==> src/rtl/fact_mul_pkg.sv <==
// Shared constants for the fact_mul slave: register offsets, FSM states, STATUS bits.
// Build option FACT_MUL_RADIX4_EN selects the radix-4 datapath in fact_mul_core.
package fact_mul_pkg;

  localparam logic [7:0] OFF_OPA_LO  = 8'h0;
  localparam logic [7:0] OFF_OPA_HI  = 8'h1;
  localparam logic [7:0] OFF_OPB_LO  = 8'h2;
  localparam logic [7:0] OFF_OPB_HI  = 8'h3;
  localparam logic [7:0] OFF_RES0    = 8'h4;
  localparam logic [7:0] OFF_RES1    = 8'h5;
  localparam logic [7:0] OFF_RES2    = 8'h6;
  localparam logic [7:0] OFF_RES3    = 8'h7;
  localparam logic [7:0] OFF_OPSTART = 8'h8;
  localparam logic [7:0] OFF_STATUS  = 8'h9;
  localparam logic [7:0] OFF_INTR_EN = 8'hA;
  localparam logic [7:0] OFF_CLEAR   = 8'hB;
  localparam logic [7:0] NUM_REGS    = 8'hC;

  typedef enum logic [1:0] {
    ST_IDLE = 2'b00,
    ST_BUSY = 2'b01,
    ST_DONE = 2'b10
  } state_e;

  localparam int STAT_BUSY = 0;
  localparam int STAT_DONE = 1;

endpackage

==> src/rtl/fact_mul_core.sv <==
// Shift-add multiplier datapath and iteration counter.
// FACT_MUL_RADIX4_EN retires two multiplier bits per cycle instead of one.
module fact_mul_core
  import fact_mul_pkg::*;
#(
  parameter int OP_W = 64
) (
  input  logic              clk,
  input  logic              rst,
  input  logic              start,
  input  logic [OP_W-1:0]   a,
  input  logic [OP_W-1:0]   b,
  output logic [2*OP_W-1:0] product,
  output logic              busy,
  output logic              done_pulse
);

`ifdef FACT_MUL_RADIX4_EN
  localparam int ITERS = OP_W / 2;
`else
  localparam int ITERS = OP_W;
`endif
  localparam int CNT_W = $clog2(ITERS + 1);

  logic [OP_W-1:0]   mcand_q, mcand_d;
  logic [OP_W-1:0]   mplier_q, mplier_d;
  logic [2*OP_W-1:0] prod_q, prod_d;
  logic [CNT_W-1:0]  cnt_q, cnt_d;
  logic              run_q, run_d;

`ifdef FACT_MUL_RADIX4_EN
  logic [OP_W+1:0]   a3_q, a3_d;
  logic [OP_W+1:0]   addend;
  // Upper bit of the 67-bit sum is provably zero, so 66 bits are kept.
  logic [OP_W+1:0]   sum;
`else
  logic [OP_W:0]     sum;
`endif

  assign done_pulse = run_q && (cnt_q == CNT_W'(ITERS));
  assign busy       = run_q;
  assign product    = prod_q;

  always_comb begin
    mcand_d  = mcand_q;
    mplier_d = mplier_q;
    prod_d   = prod_q;
    cnt_d    = cnt_q;
    run_d    = run_q;
`ifdef FACT_MUL_RADIX4_EN
    a3_d     = a3_q;
    unique case (mplier_q[1:0])
      2'd0:    addend = '0;
      2'd1:    addend = {2'b00, mcand_q};
      2'd2:    addend = {1'b0, mcand_q, 1'b0};
      default: addend = a3_q;
    endcase
    sum = {2'b00, prod_q[2*OP_W-1:OP_W]} + addend;
`else
    sum = {1'b0, prod_q[2*OP_W-1:OP_W]}
        + (mplier_q[0] ? {1'b0, mcand_q} : '0);
`endif
    if (start) begin
      mcand_d  = a;
      mplier_d = b;
      prod_d   = '0;
      cnt_d    = '0;
      run_d    = 1'b1;
`ifdef FACT_MUL_RADIX4_EN
      a3_d     = {2'b00, a} + {1'b0, a, 1'b0};
`endif
    end else if (run_q) begin
      if (cnt_q == CNT_W'(ITERS)) begin
        run_d = 1'b0;
      end else begin
`ifdef FACT_MUL_RADIX4_EN
        prod_d   = {sum, prod_q[OP_W-1:2]};
        mplier_d = mplier_q >> 2;
`else
        prod_d   = {sum, prod_q[OP_W-1:1]};
        mplier_d = mplier_q >> 1;
`endif
        cnt_d = cnt_q + 1'b1;
      end
    end
  end

  always_ff @(posedge clk or posedge rst) begin
    if (rst) begin
      mcand_q  <= '0;
      mplier_q <= '0;
      prod_q   <= '0;
      cnt_q    <= '0;
      run_q    <= 1'b0;
`ifdef FACT_MUL_RADIX4_EN
      a3_q     <= '0;
`endif
    end else begin
      mcand_q  <= mcand_d;
      mplier_q <= mplier_d;
      prod_q   <= prod_d;
      cnt_q    <= cnt_d;
      run_q    <= run_d;
`ifdef FACT_MUL_RADIX4_EN
      a3_q     <= a3_d;
`endif
    end
  end

endmodule

==> src/rtl/fact_mul_slave.sv <==
// Bus-mapped 64x64 multiplier slave: register file, decode, job FSM, interrupt.
// Define FACT_MUL_RADIX4_EN for the faster radix-4 core.
module fact_mul_slave
  import fact_mul_pkg::*;
#(
  parameter logic [7:0] BASE = 8'h20,
  parameter int         OP_W = 64
) (
  input  logic        clk,
  input  logic        reset,
  input  logic        S_sel,
  input  logic        S_wr,
  input  logic [7:0]  S_address,
  input  logic [31:0] S_din,
  output logic [31:0] S_dout,
  output logic        m_interrupt
);

  logic [OP_W-1:0]   opa_q, opa_d;
  logic [OP_W-1:0]   opb_q, opb_d;
  logic              ie_q, ie_d;
  logic              irq_q, irq_d;
  state_e            state_q, state_d;

  logic [7:0]        off;
  logic              hit, wr, rd;
  logic              start, clear;
  logic [2*OP_W-1:0] product;
  logic              core_busy, done_pulse;
  logic [31:0]       status;

  assign off = S_address - BASE;
  assign hit = S_sel && (S_address >= BASE) && (off < NUM_REGS);
  assign wr  = hit && S_wr;
  assign rd  = hit && !S_wr;

  fact_mul_core #(.OP_W(OP_W)) u_core (
    .clk        (clk),
    .rst        (reset),
    .start      (start),
    .a          (opa_q),
    .b          (opb_q),
    .product    (product),
    .busy       (core_busy),
    .done_pulse (done_pulse)
  );

  always_comb begin
    opa_d = opa_q;
    opb_d = opb_q;
    ie_d  = ie_q;
    start = 1'b0;
    clear = 1'b0;
    if (wr) begin
      case (off)
        OFF_OPA_LO:  opa_d[31:0]      = S_din;
        OFF_OPA_HI:  opa_d[OP_W-1:32] = S_din[OP_W-33:0];
        OFF_OPB_LO:  opb_d[31:0]      = S_din;
        OFF_OPB_HI:  opb_d[OP_W-1:32] = S_din[OP_W-33:0];
        OFF_OPSTART: start = S_din[0] && !core_busy;
        OFF_INTR_EN: ie_d  = S_din[0];
        OFF_CLEAR:   clear = S_din[0] && (state_q == ST_DONE);
        default:     ;
      endcase
    end
  end

  always_comb begin
    state_d = state_q;
    case (state_q)
      ST_IDLE: if (start) state_d = ST_BUSY;
      ST_BUSY: if (done_pulse) state_d = ST_DONE;
      ST_DONE: begin
        if (start)      state_d = ST_BUSY;
        else if (clear) state_d = ST_IDLE;
      end
      default: state_d = ST_IDLE;
    endcase
    // Rises one cycle after done; drops on the same edge as CLEAR or INTR_EN=0.
    irq_d = ie_d && (state_q == ST_DONE) && (state_d == ST_DONE);
  end

  always_comb begin
    status            = '0;
    status[STAT_BUSY] = core_busy;
    status[STAT_DONE] = (state_q == ST_DONE);
    S_dout = '0;
    if (rd) begin
      case (off)
        OFF_OPA_LO:  S_dout = opa_q[31:0];
        OFF_OPA_HI:  S_dout = opa_q[OP_W-1:32];
        OFF_OPB_LO:  S_dout = opb_q[31:0];
        OFF_OPB_HI:  S_dout = opb_q[OP_W-1:32];
        OFF_RES0:    S_dout = product[31:0];
        OFF_RES1:    S_dout = product[63:32];
        OFF_RES2:    S_dout = product[95:64];
        OFF_RES3:    S_dout = product[127:96];
        OFF_STATUS:  S_dout = status;
        OFF_INTR_EN: S_dout = {31'b0, ie_q};
        default:     S_dout = '0;
      endcase
    end
  end

  assign m_interrupt = irq_q;

  always_ff @(posedge clk or posedge reset) begin
    if (reset) begin
      opa_q   <= '0;
      opb_q   <= '0;
      ie_q    <= 1'b0;
      irq_q   <= 1'b0;
      state_q <= ST_IDLE;
    end else begin
      opa_q   <= opa_d;
      opb_q   <= opb_d;
      ie_q    <= ie_d;
      irq_q   <= irq_d;
      state_q <= state_d;
    end
  end

endmodule

==> config.mk <==
export PLATFORM = sky130hd
export DESIGN_NAME = fact_mul_slave
export DESIGN_NICKNAME = d
export VERILOG_FILES = /design/src/rtl/fact_mul_pkg.sv /design/src/rtl/fact_mul_core.sv /design/src/rtl/fact_mul_slave.sv
export SDC_FILE = /design/constraint.sdc
export NUM_CORES = 1
export LEC_CHECK = 0
export CORE_MARGIN = 3
export CORE_UTILIZATION = 55
export DETAILED_ROUTE_END_ITERATION = 10
export PLACE_DENSITY = 0.73
export RECOVER_POWER = 50
export SLEW_MARGIN = 25
export SYNTH_ARGS = -nofsm -noshare
export SYNTH_HDL_FRONTEND = slang
export SYNTH_HIERARCHICAL = 1
export SYNTH_SLANG_ARGS = --single-unit
==> constraint.sdc <==
create_clock -name clk -period 12.6 [get_ports clk]
set_clock_uncertainty 0.15 [all_clocks]
set_input_delay 2.52 -clock clk [delete_from_list [all_inputs] [get_ports clk]]
set_output_delay 2.52 -clock clk [all_outputs]
set_load 0.01 [all_outputs]
== Word level (Yosys, flattened, before mapping) ==
Cells that the tools add are included.
Word-level totals
  register bits after elaboration: 396
  input bits: 44
  output and inout port bits: 33
  logic and storage cells: 78
Operators by class
  reductions and logical operators: 19
  add/sub/neg operators: 3
  order comparisons: 2
  multiplexer cells: 26
  equal/unequal tests: 16
Operators by type and width (count)
  $mux 128: 3
  $pmux 32 s10: 1
  $mux 64: 4
  $add 64x65->65: 1
  $eq 8x3->1 const B: 4
  $eq 8x4->1 const B: 4
  $mux 32: 1
  $mux 7: 3
  $eq 8x2->1 const B: 2
  $reduce_and 2->1: 5
  $logic_and 1x1->1: 9
  $mux 1: 9
  $eq 8x1->1 const B: 1
  $ge 8x6->1 const B: 1
  $logic_not 8->1: 1
  $lt 8x4->1 const B: 1
  $mux 2: 4
  $sub 8x6->8 const B: 1
  $add 7x1->7 const B: 1
  $eq 7x7->1 const B: 1
  $pmux 2 s3: 1
  $eq 2x2->1 const B: 2
  $eq 2x1->1 const B: 1
  $logic_not 1->1: 2
  other kinds (3): 3

== Longest topological paths before layout ==
  depth after elaboration: 10
  depth in mapped cells: 15

== By module ==
The synthesis kept the hierarchy.
Modules (own cells, without submodules)
  fact_mul_core: sequential area each 6606.3 um^2, instances 1, area each 14774.2 um^2, cells each 1581
  fact_mul_slave: sequential area each 3303.2 um^2, instances 1, area each 7816.2 um^2, cells each 592

== Least setup slack after synthesis ==
OpenSTA, ideal clock, no wires.
  kind: in2out
  start: in S_address[5]
  end: out S_dout[11]
  setup slack: 6097 ps
  data required time: 9930 ps
  stages: 7
  arrival: 3833 ps
  cells stage by stage: inv_1 ha_1 and4b_2 nand2_1 a211o_4 buf_6 a41oi_1
Between the ends
  cells in the longest elaborated chain, start to end: 5
  elaborated cells between the ends (all ways): 18
RTL lines
  start: declaration: RTL line fact_mul_slave.sv:13  | input logic [7:0] S_address,
  $sub 8x6->8 / $ge 8x6->1 (equally long branches): RTL line fact_mul_slave.sv:32, fact_mul_slave.sv:33
  $lt 8x4->1 / $logic_and 1x1->1 (equally long branches): RTL line fact_mul_slave.sv:33  | assign hit = S_sel && (S_address >= BASE) && (off < NUM_REGS);
  $logic_and 1x1->1: RTL line fact_mul_slave.sv:33
  $logic_and 1x1->1: RTL line fact_mul_slave.sv:35  | assign rd = hit && !S_wr;
  $mux 32 (*): RTL line fact_mul_slave.sv:88  | if (rd) begin
  end: declaration: RTL line fact_mul_slave.sv:15  | output logic [31:0] S_dout,
Every way passes the cells marked *; elsewhere a longest branch is shown, timed or not.

== Worst setup path in the final report ==
  start: in S_address[1]
  end: out S_dout[23]
Same word-level chain as after synthesis.

==> summary.md <==
| Metric | Value |
|---|---|
| IO Port Bufs | 76 |
| Syn Std Cell Area | about 23000 um^2 |
| Post-Synth Simple-Gate Area | 13.4% |
| Synth Area in Adders | 3.80% |
| Final worst setup slack | 2.87 ns |
| Primary FF master, synth | dfrtp_1 |
| Number of clock sinks | slightly below 400 |
| CP Class | in -> out |
| Wirelength per Cell | 25.4 um |
| Yosys Warn Count | 6 |
| Core area | around 40000 um^2 |
| CP max FO | 38 |
| Post-route DRC | 0 |
| Max-cap violations | 6 |
| Unrepaired setup endpoints after global routing | false |
| Initial Utilization | 56.2% |
| Power Density | around 160 nW/um^2 |
| CTS tree | yes |
| Clk_lat worst skew | 0.58 ns |
| Outcome | complete, but fails checks |
| Clock buffer depth | 3 |
| Multiplexer share of the synthesized area | 18.1% |
| Post-Synth XOR/XNOR Area | 2.48% |
| Cts hold-fix bufs | 0 |
| DP Wirelength | 48500 um |
| Worst Path Arrival | 7.06 ns |
| Minimum clock period | 9.73 ns |
| R2R depth | 13 |
| Die area | approximately 44000 um^2 |
| Number of synthesized flops with an enable pin | 0 |
| Fin. Hold Viols | 0 |
| Max VDD drop | 97.8 uV |
| Pre-CTS WS | 4.24 ns |
| Fmax | 103 MHz |
| RR Endpoint | u_core/product[108] |
| Final nets | 2271 |
| Main combinational cell family by area after synthesis | multiplexers |
| CP Capture Type | output pin |
| Area share of the largest cell type after synthesis | 43.9% |
| Pin count of the biggest net entering global routing | 239 |
| Row count | 73 |
| Register area share after synthesis | 43.9% |
| Setup crit start | S_address[1] |
| Leakage Power | 11.2 nW |
| Root Driver | clkbuf_16 |
| Top-count cell post-synth | dfrtp_1 |
| # resized after CTS | 0 |
| # Post-CTS Setup Buffers | 0 |
| Syn nets | 2285 |
| Synth cell types | 96 |
| Clk slew on worst S/H paths | 0.07 ns |
| Top post-synthesis cells by area | dfrtp_1 44%, mux2_2 7.6%, nand2_1 5.6% |
| Hold WC Path Type | reg -> reg |
| Tot GR Track Use | 31.1% |
| Iter 0 DRT Violations | 2103 |
| CP required | 9.93 ns |
| Synth Area in Compound Gates | roughly 14% |
| RR Startpoint | u_core/mplier_q[0] |
| Height of the die | 209 um |
| Global-route wire length before repair | 105000 um |
| Worst setup path end | S_dout[23] |
| Via Count | 17500 |
| Antenna violations before repair | 3 |
| Mean post-synth cell area | 10.4 um^2 |
| Reg2reg setup slack | 7.92 ns |
| Most Used Layer, Global Route | met1 |
| GRT met3 Usage | 8.30% |
| Min-Delay Path Depth | 2 |
| Post-route antenna net violation count | 0 |
| First drt pass iteration count | 6 |
| #FFs+latches synth | 396 |
| Setup Total Neg Slack | 0 ns |
| CTS Buf Count | 42 |
| Post-Syn Instances | between 2000 and 2500 |
| Layout cells sized above 1 | 16.5% |
| Slew Limit Fails | 367 |
| Vias per cell | 6.44 |
| Final hold slack | 0.350 ns |
| Top cell type by total area after synthesis | dfrtp_1 |
| IO Count | 77 |
| Antenna Cells | 0 |
| Post-synth ARST share | 100% |
| Die width | roughly 210 um |
| Area Overhead vs Synth | 10.1% |
| GRT overflow | 0 |
| Worst Setup Start Kind | input port |
| H-tree Lvls | 2 |
| Worst-Margin Slew | 5.96 ns |
| Max-Slew Margin vs Limit | -300% |
| Most frequent cells after synthesis | 396 x dfrtp_1, 336 x nand2_1, 178 x a21oi_1 |
| RD Place Congestion | 0.983 |
| Fin util | around three fifths |
| Met1 Use GR | 45.7% |
| Total chip power | 3.91 mW |
| Failing checks | capacitance limit, slew limit |
| Total Wirelength | roughly 69000 um |
| Met2 Track Usage GR | a little under half |
| Vias in the first global route | 17200 |
| Endpoints failing setup | 0 |
| Period utilisation layout | slightly below 80% |
==> where the power goes <==
group	total (mW)	switching [mW]	leakage (nW)	internal [mW]
Combinational	0.807	0.464	5.58	0.344
Sequential	1.76	0.276	4.86	1.49
Clock	1.34	0.549	0.718	0.794
==> per-layer routing <==
metal	wire, um	up-vias
met1	30000	8744
li1	-	7770
met5	23	-
met4	2200	4
met3	7000	130
met2	29900	862
==> worst min path at each step <==
stage / startpoint / to
3_3_place_gp: opb_q[15] / u_core/mplier_q[15]
3_5_place_dp: u_core/mcand_q[53] / u_core/mcand_q[53]
6_report: opb_q[14] / u_core/mplier_q[14]
5_1_grt: u_core/mcand_q[40] / u_core/mcand_q[40]
4_1_cts: opb_q[14] / u_core/mplier_q[14]
2_1_floorplan: opb_q[19] / u_core/mplier_q[19]
==> worst max-delay path, stage by stage <==
cell and delay [ns]:
clkbuf_1 1.21, clkbuf_1 1.62, nor3_1 0.56, a222oi_1 0.46
a21oi_1 0.16, clkdlybuf4s50_1 0.51
==> area by class of cell <==
type / count / area, um^2
Inverter: 27 / 104
Sequential cell: 396 / 9910
Fill cell: 3199 / 15300
Multi-Input combinational cell: 1597 / 11800
Timing Repair Buffer: 95 / 913
Clock inverter: 27 / 363
Tap cell: 525 / 657
Clock buffer: 50 / 1130
==> sequential cells by signal, summed over array words and instances (netlist names) <==
name             cells
u_core/product     128
opa_q               64
opb_q               64
u_core/mcand_q      64
u_core/mplier_q     64
u_core/cnt_q         7
state_q              2
ie_q                 1
m_interrupt          1
u_core/busy          1
==> cell families (layout without fill, tap and decap cells) <==
family	Yosys count	count (layout)
compound gates	506	506
xor+xnor	63	63
buf+inv	180	199
simple gates	627	627
fa+ha+maj	68	68
flops	396	396
mux	333	333
==> cells in the final DEF, fill, tap and decap left out, types with 44 or more instances in the layout <==
cell / n
mux2_2: 151
dfrtp_1: 396
nor2_1: 58
nand2_1: 335
clkdlybuf4s50_1: 70
and2_1: 76
mux2i_1: 97
mux2_4: 60
a21o_1: 44
o21ai_0: 109
ha_1: 67
a21oi_1: 178
==> per-stage QoR <==
| stage | cell area [um^2] | cells |
|---|---|---|
| finish | 24900 | 2717 |
| global route | 24900 | 2717 |
| CTS | 24900 | 2715 |
| detailed placement | 23400 | 2638 |
| global placement | 23400 | 2638 |
| floorplan | 22600 | 2173 |
No activity file was read; power rests on OpenSTA's default activity.
